==> src/rtl/mem_line_ctrl_pkg.sv <==
// Shared constants for mem_line_ctrl: FSM encoding, default access latency and line width.
// MEM_DATA_WIDTH normally comes from header.vh; the fallback below only applies when it is absent.
`ifndef MEM_DATA_WIDTH
`define MEM_DATA_WIDTH 128
`endif

package mem_line_ctrl_pkg;

    typedef enum logic [1:0] {
        IDLE = 2'd0,
        WB   = 2'd1,
        FILL = 2'd2,
        RESP = 2'd3
    } state_e;

    localparam int DEFAULT_LATENCY = 5;
    localparam int CNT_W           = 4;
    localparam int MEM_LINE_W      = `MEM_DATA_WIDTH;

    function automatic logic [CNT_W-1:0] lat_load(input int lat);
        return CNT_W'(lat - 1);
    endfunction

endpackage

==> src/rtl/mem_lat_counter.sv <==
// Loadable 4-bit down-counter; done_o flags terminal count (zero) and the count holds there.
module mem_lat_counter
    import mem_line_ctrl_pkg::*;
(
    input  logic             clk,
    input  logic             reset,
    input  logic             load_i,
    input  logic [CNT_W-1:0] load_val_i,
    input  logic             dec_i,
    output logic             done_o
);

    logic [CNT_W-1:0] cnt_q;

    always_ff @(posedge clk or negedge reset) begin
        if (!reset) begin
            cnt_q <= '0;
        end else if (load_i) begin
            cnt_q <= load_val_i;
        end else if (dec_i && (cnt_q != '0)) begin
            cnt_q <= cnt_q - CNT_W'(1);
        end
    end

    assign done_o = (cnt_q == '0);

endmodule

==> src/rtl/mem_line_ctrl.sv <==
// Miss-service sequencer between the data cache and main_memory: optional victim writeback, then optional fill.
// Optional feature: MEM_LINE_CTRL_PERF_EN adds rd_count/wr_count access counters.
//
// state | meaning
// IDLE  | req_ready high, waiting for a request
// WB    | writing victim line, mem_wrt_en held for LATENCY cycles
// FILL  | reading missing line for LATENCY cycles, captured on the last one
// RESP  | one-cycle resp_valid pulse
module mem_line_ctrl
    import mem_line_ctrl_pkg::*;
#(
    parameter int ADDR_W  = 32,
    parameter int LINE_W  = `MEM_DATA_WIDTH,
    parameter int LATENCY = DEFAULT_LATENCY
) (
    input  logic              clk,
    input  logic              reset,
    input  logic              req_valid,
    output logic              req_ready,
    input  logic              req_wb,
    input  logic [ADDR_W-1:0] req_wb_addr,
    input  logic [LINE_W-1:0] req_wb_data,
    input  logic              req_fill,
    input  logic [ADDR_W-1:0] req_fill_addr,
    output logic              resp_valid,
    output logic [LINE_W-1:0] resp_data,
    output logic              busy,
    output logic [ADDR_W-1:0] mem_addr,
    output logic [LINE_W-1:0] mem_data_to_write,
    output logic              mem_wrt_en,
    input  logic [LINE_W-1:0] mem_data_to_read
`ifdef MEM_LINE_CTRL_PERF_EN
    ,
    output logic [31:0]       rd_count,
    output logic [31:0]       wr_count
`endif
);

    localparam logic [ADDR_W-1:0] ADDR_MASK = ~ADDR_W'(3);

    state_e            state_q;
    logic              req_fill_q;
    logic [ADDR_W-1:0] fill_addr_q;
    logic              resp_valid_q;
    logic [LINE_W-1:0] resp_data_q;
    logic [ADDR_W-1:0] mem_addr_q;
    logic [LINE_W-1:0] mem_wdata_q;
    logic              mem_wrt_en_q;

    logic cnt_load_d;
    logic cnt_dec_d;
    logic cnt_done;

    // Reload on every entry into an access state: from IDLE, or WB handing over to FILL.
    always_comb begin
        cnt_load_d = 1'b0;
        cnt_dec_d  = 1'b0;
        case (state_q)
            IDLE: cnt_load_d = req_valid && (req_wb || req_fill);
            WB: begin
                cnt_load_d = cnt_done && req_fill_q;
                cnt_dec_d  = 1'b1;
            end
            FILL: cnt_dec_d = 1'b1;
            default: ;
        endcase
    end

    mem_lat_counter u_lat_counter (
        .clk        (clk),
        .reset      (reset),
        .load_i     (cnt_load_d),
        .load_val_i (lat_load(LATENCY)),
        .dec_i      (cnt_dec_d),
        .done_o     (cnt_done)
    );

    always_ff @(posedge clk or negedge reset) begin
        if (!reset) begin
            state_q      <= IDLE;
            req_fill_q   <= 1'b0;
            fill_addr_q  <= '0;
            resp_valid_q <= 1'b0;
            resp_data_q  <= '0;
            mem_addr_q   <= '0;
            mem_wdata_q  <= '0;
            mem_wrt_en_q <= 1'b0;
        end else begin
            case (state_q)
                IDLE: begin
                    resp_valid_q <= 1'b0;
                    if (req_valid) begin
                        req_fill_q  <= req_fill;
                        fill_addr_q <= req_fill_addr;
                        if (req_wb) begin
                            state_q      <= WB;
                            mem_addr_q   <= req_wb_addr & ADDR_MASK;
                            mem_wdata_q  <= req_wb_data;
                            mem_wrt_en_q <= 1'b1;
                        end else if (req_fill) begin
                            state_q    <= FILL;
                            mem_addr_q <= req_fill_addr & ADDR_MASK;
                        end else begin
                            state_q      <= RESP;
                            resp_valid_q <= 1'b1;
                        end
                    end
                end
                WB: begin
                    if (cnt_done) begin
                        mem_wrt_en_q <= 1'b0;
                        mem_wdata_q  <= '0;
                        if (req_fill_q) begin
                            state_q    <= FILL;
                            mem_addr_q <= fill_addr_q & ADDR_MASK;
                        end else begin
                            state_q      <= RESP;
                            mem_addr_q   <= '0;
                            resp_valid_q <= 1'b1;
                        end
                    end
                end
                FILL: begin
                    if (cnt_done) begin
                        resp_data_q  <= mem_data_to_read;
                        state_q      <= RESP;
                        mem_addr_q   <= '0;
                        resp_valid_q <= 1'b1;
                    end
                end
                RESP: begin
                    resp_valid_q <= 1'b0;
                    state_q      <= IDLE;
                end
                default: state_q <= IDLE;
            endcase
        end
    end

    assign req_ready         = (state_q == IDLE);
    assign busy              = (state_q != IDLE);
    assign resp_valid        = resp_valid_q;
    assign resp_data         = resp_data_q;
    assign mem_addr          = mem_addr_q;
    assign mem_data_to_write = mem_wdata_q;
    assign mem_wrt_en        = mem_wrt_en_q;

`ifdef MEM_LINE_CTRL_PERF_EN
    logic [31:0] rd_count_q;
    logic [31:0] wr_count_q;

    always_ff @(posedge clk or negedge reset) begin
        if (!reset) begin
            rd_count_q <= '0;
            wr_count_q <= '0;
        end else begin
            if ((state_q == FILL) && cnt_done) rd_count_q <= rd_count_q + 32'd1;
            if ((state_q == WB) && cnt_done)   wr_count_q <= wr_count_q + 32'd1;
        end
    end

    assign rd_count = rd_count_q;
    assign wr_count = wr_count_q;
`endif

endmodule

==> config.mk <==
export PLATFORM = sky130hd
export DESIGN_NAME = mem_line_ctrl
export DESIGN_NICKNAME = d
export VERILOG_FILES = /design/src/rtl/mem_line_ctrl_pkg.sv /design/src/rtl/mem_lat_counter.sv /design/src/rtl/mem_line_ctrl.sv
export SDC_FILE = /design/constraint.sdc
export NUM_CORES = 1
export LEC_CHECK = 0
export BUFFER_PORTS_ARGS = -buffer_cell sky130_fd_sc_hd__buf_2
export CORE_AREA = 8 8 234 236
export DETAILED_ROUTE_END_ITERATION = 8
export DIE_AREA = 0 0 242 244
export GPL_TIMING_DRIVEN = 0
export PLACE_DENSITY_LB_ADDON = 0.25
export RECOVER_POWER = 50
export SLEW_MARGIN = 15
export SYNTH_ARGS = -nofsm -noshare
export SYNTH_HDL_FRONTEND = slang
export SYNTH_SLANG_ARGS = --single-unit
==> constraint.sdc <==
create_clock -name clk -period 2.24 [get_ports clk]
set_input_delay 0.112 -clock clk [delete_from_list [all_inputs] [get_ports clk]]
set_output_delay 0.112 -clock clk [all_outputs]
set_load 0.01 [all_outputs]
==> flow_summary.yaml <==
drt:
  viasPerCell: 4.338
  dr.pass1.iters: 4
  routed_wl_um: 48830
  drt_iter0_drc: 348
  drc: 0
  routed-via-count: 10970
  final_antenna_net_count: 0
  avgRoutedWirePerCell_um: 19.31
critical_path:
  end_kind: "flip-flop"
  r2r-start: "state_q[0]"
  r2r_end: "mem_data_to_write[108]"
  path_class: "reg2reg"
  startpoint_type: "flip-flop"
  arrival_ns: 2.51
  worstRegToRegCells: 8
  worstPathMaxFanout: 10
  worstPathRequired_ns: 2.64
  regToRegSetupSlack_ns: 0.13
global_routing:
  first_global_vias: 12390
  grt_max_degree: 103
  antenna_found_initial: 3
  grt_usage_pct: 15.87
  grt_pass1_wl_um: 74900
  overflow: 0
floorplanning:
  die_h_um: 244
  ios: 617
  rows: 83
  initial_core_util_pct: 24.91
  core_area_um2: 50890
  die_w_um: 242
  fp.dieArea_um2: 59050
clocking:
  path_clk_slew_ns: 0.06
  clock-sinks: 325
  insertion_delay_ns: 0.54
  root_buffer: "clkbuf_16"
  cts_buffer_depth: 3
  cts_made_buffers: 38
  cts_tree: "done"
  cts-htree-levels: 2
sta:
  hold_violations: 0
  maxSlewHeadroom_pct: 52.75
  fin_crit_sh_pct: 94.13
  rsz0062_at_grt: "yes"
  finalSetupViolations: 0
  hold_slack_ns: 0.07404
  setup_tns_ns: 0
  maxSlewViolCount: 0
  worst_pin_slew_ns: 0.7087
  fmaxAchievable_mhz: 474.3
  finalClockSkew_ns: 0.01633
  fin_crit_ns: 2.108
logic_synthesis:
  syn_area_um2: 12670
  synth_cell_types: 34
  synthCells: 853
  ys_warn_count: 0
  synth.avg_cell_area_um2: 14.86
  synth_top_cell_by_area: "dfrtp_1"
  yosysSeqAreaShare_pct: 64.17
  synth_edf_count: 0
  ys_async_sr_fraction_pct: 100.0
  synth_flop_cell: "dfrtp_1"
  synth_top_area_share_pct: 64.17
  ys_ff_latch: 325
  synthTopCellsByArea: "dfrtp_1 (64%), mux2_2 (14%), a22o_1 (8.8%)"
layout:
  stdcell_area_um2: 20990
  finish.utilization_pct: 41.26
  num-nets-final: 2153
  final_layout_size_suffix_gt1_share_pct: 36.38
  nFillCells: 4812
  area_growth_pct: 65.65
pwr:
  total_power_mw: 28.96
  p_leak_nw: 9.797
  power_density_nw_per_um2: 1379
  peakVddDrop_mv: 0.7302
worst_hold_path:
  min_path_cells: 4
  hp-start: "req_wb_addr[31]"
  hp-class: "in2reg"
  worstHoldEndpoint: "mem_addr[31]"
job:
  drv_cap: 0
place:
  dpl.hpwl_um: 35370
  port_buffers: 609
  dpl-instance-area_um2: 16670
  routabilityCongestion: 0.8270
outcome:
  status: "complete, no violations"
worst max-delay path, stage by stage, from the launching register on:
cell and delay (ns):
dfrtp_1 0.41, inv_1 0.12, ha_1 0.27, inv_1 0.14
a21oi_2 0.24, nor2_2 0.08, clkbuf_4 0.22, buf_4 0.22
a22o_1 0.26
report_power, final:
| group | switching, mW | total [mW] | internal [mW] | leakage, nW |
|---|---|---|---|---|
| clock network | 2.45 | 6.68 | 4.23 | 0.669 |
| registers | 1.57 | 10.4 | 8.80 | 3.94 |
| logic | 6.32 | 11.9 | 5.59 | 5.19 |
| total | 10.3 | 29.0 | 18.6 | 9.80 |
per-layer routing:
metal  part of all wire [%]  global-route usage, %
met5                  0.027                      0
met4                    2.8                  5.197
met3                    7.1                  5.112
met2                     51                  28.36
met1                     39                  17.78
Yosys cell counts, types with 2 or more instances:
cell type / instances
mux2i_1: 31
a21oi_1: 6
buf_6: 3
mux2_4: 11
a22o_1: 128
nor2_1: 6
or3_1: 2
buf_2: 33
buf_4: 2
o21ai_0: 32
dfrtp_1: 325
nand3_1: 5
and3_1: 2
mux2_2: 161
mux2_1: 17
buf_1: 7
ha_1: 7
o21ai_1: 3
clkbuf_1: 17
nand2_1: 36
inv_1: 6
how the worst max path moves through the flow:
stage,start,cells after the start,slack (ns),end
after floorplan,state_q[1],8,0.30,mem_addr[21]
after global placement,reset,1,-5.40,mem_data_to_write[30]
after detailed placement,state_q[1],8,-0.45,mem_data_to_write[108]
after CTS,u_lat_counter.cnt_q[0],7,0.0006,resp_data[76]
after global routing,state_q[1],8,-0.02,mem_data_to_write[97]
final,state_q[0],8,0.13,mem_data_to_write[108]
flip-flops by register name (all words and copies together), names as in the netlist:
signal               flops
fill_addr_q             30
mem_addr                30
mem_data_to_write      128
mem_wrt_en               1
req_fill_q               1
resp_data              128
resp_valid               1
state_q                  2
u_lat_counter.cnt_q      4
logic make-up after synthesis:
| logic type | after synthesis | synth area share [%] |
|---|---|---|
| flip-flops | 325 | 64.17 |
| multiplexers | 220 | 19.57 |
| AO/OA/AOI/OAI | 174 | 10.83 |
| buffers and inverters | 68 | 2.577 |
| AND/OR/NAND/NOR | 58 | 2.132 |
| adder cells (fa/ha/maj) | 7 | 0.6911 |
| other | 1 | 0.02959 |
stage by stage:
| stage | setup slack [ns] | cells |
|---|---|---|
| floorplan | 0.3025 | 854 |
| global placement | -5.402 | 2143 |
| detailed placement | -0.4540 | 2146 |
| CTS | 0.0005687 | 2527 |
| global route | -0.01961 | 2529 |
| finish | 0.1316 | 2529 |
placed cells by master, fill, tap and decap left out, types with 9 or more instances in the layout:
cell type | synthesis | final
buf_2 | 33 | 389
buf_4 | 2 | 23
dfrtp_1 | 325 | 325
mux2i_1 | 31 | 31
a22o_1 | 128 | 128
mux2_4 | 11 | 11
nand2_1 | 36 | 36
dlygate4sd3_1 | 0 | 315
clkbuf_1 | 17 | 243
clkbuf_2 | 0 | 9
o21ai_0 | 32 | 32
clkbuf_16 | 0 | 41
mux2_1 | 17 | 17
mux2_2 | 161 | 161
layout make-up:
class / instances / area [µm²] / area share, %
antenna: 2 / 5.005 / 0.02384
multi-input combinational: 461 / 4237 / 20.18
sequential: 325 / 8133 / 38.74
inverter: 6 / 22.52 / 0.1073
tap: 680 / 850.8 / 4.053
clock inverter: 14 / 225.2 / 1.073
buffer: 60 / 370.4 / 1.764
timing repair buffer: 929 / 6013 / 28.64
clock buffer: 52 / 1137 / 5.417
what timing repair did:
item / in CTS / in global routing
endpoints found under the hold margin: 523 / 0
pin swaps: 0 / 2
buffers inserted: 0 / 2
gates resized for setup: 37 / 6
setup endpoints to repair: 269 / 270
hold buffers: 315 / 0
No activity file was read; power rests on OpenSTA's default activity.
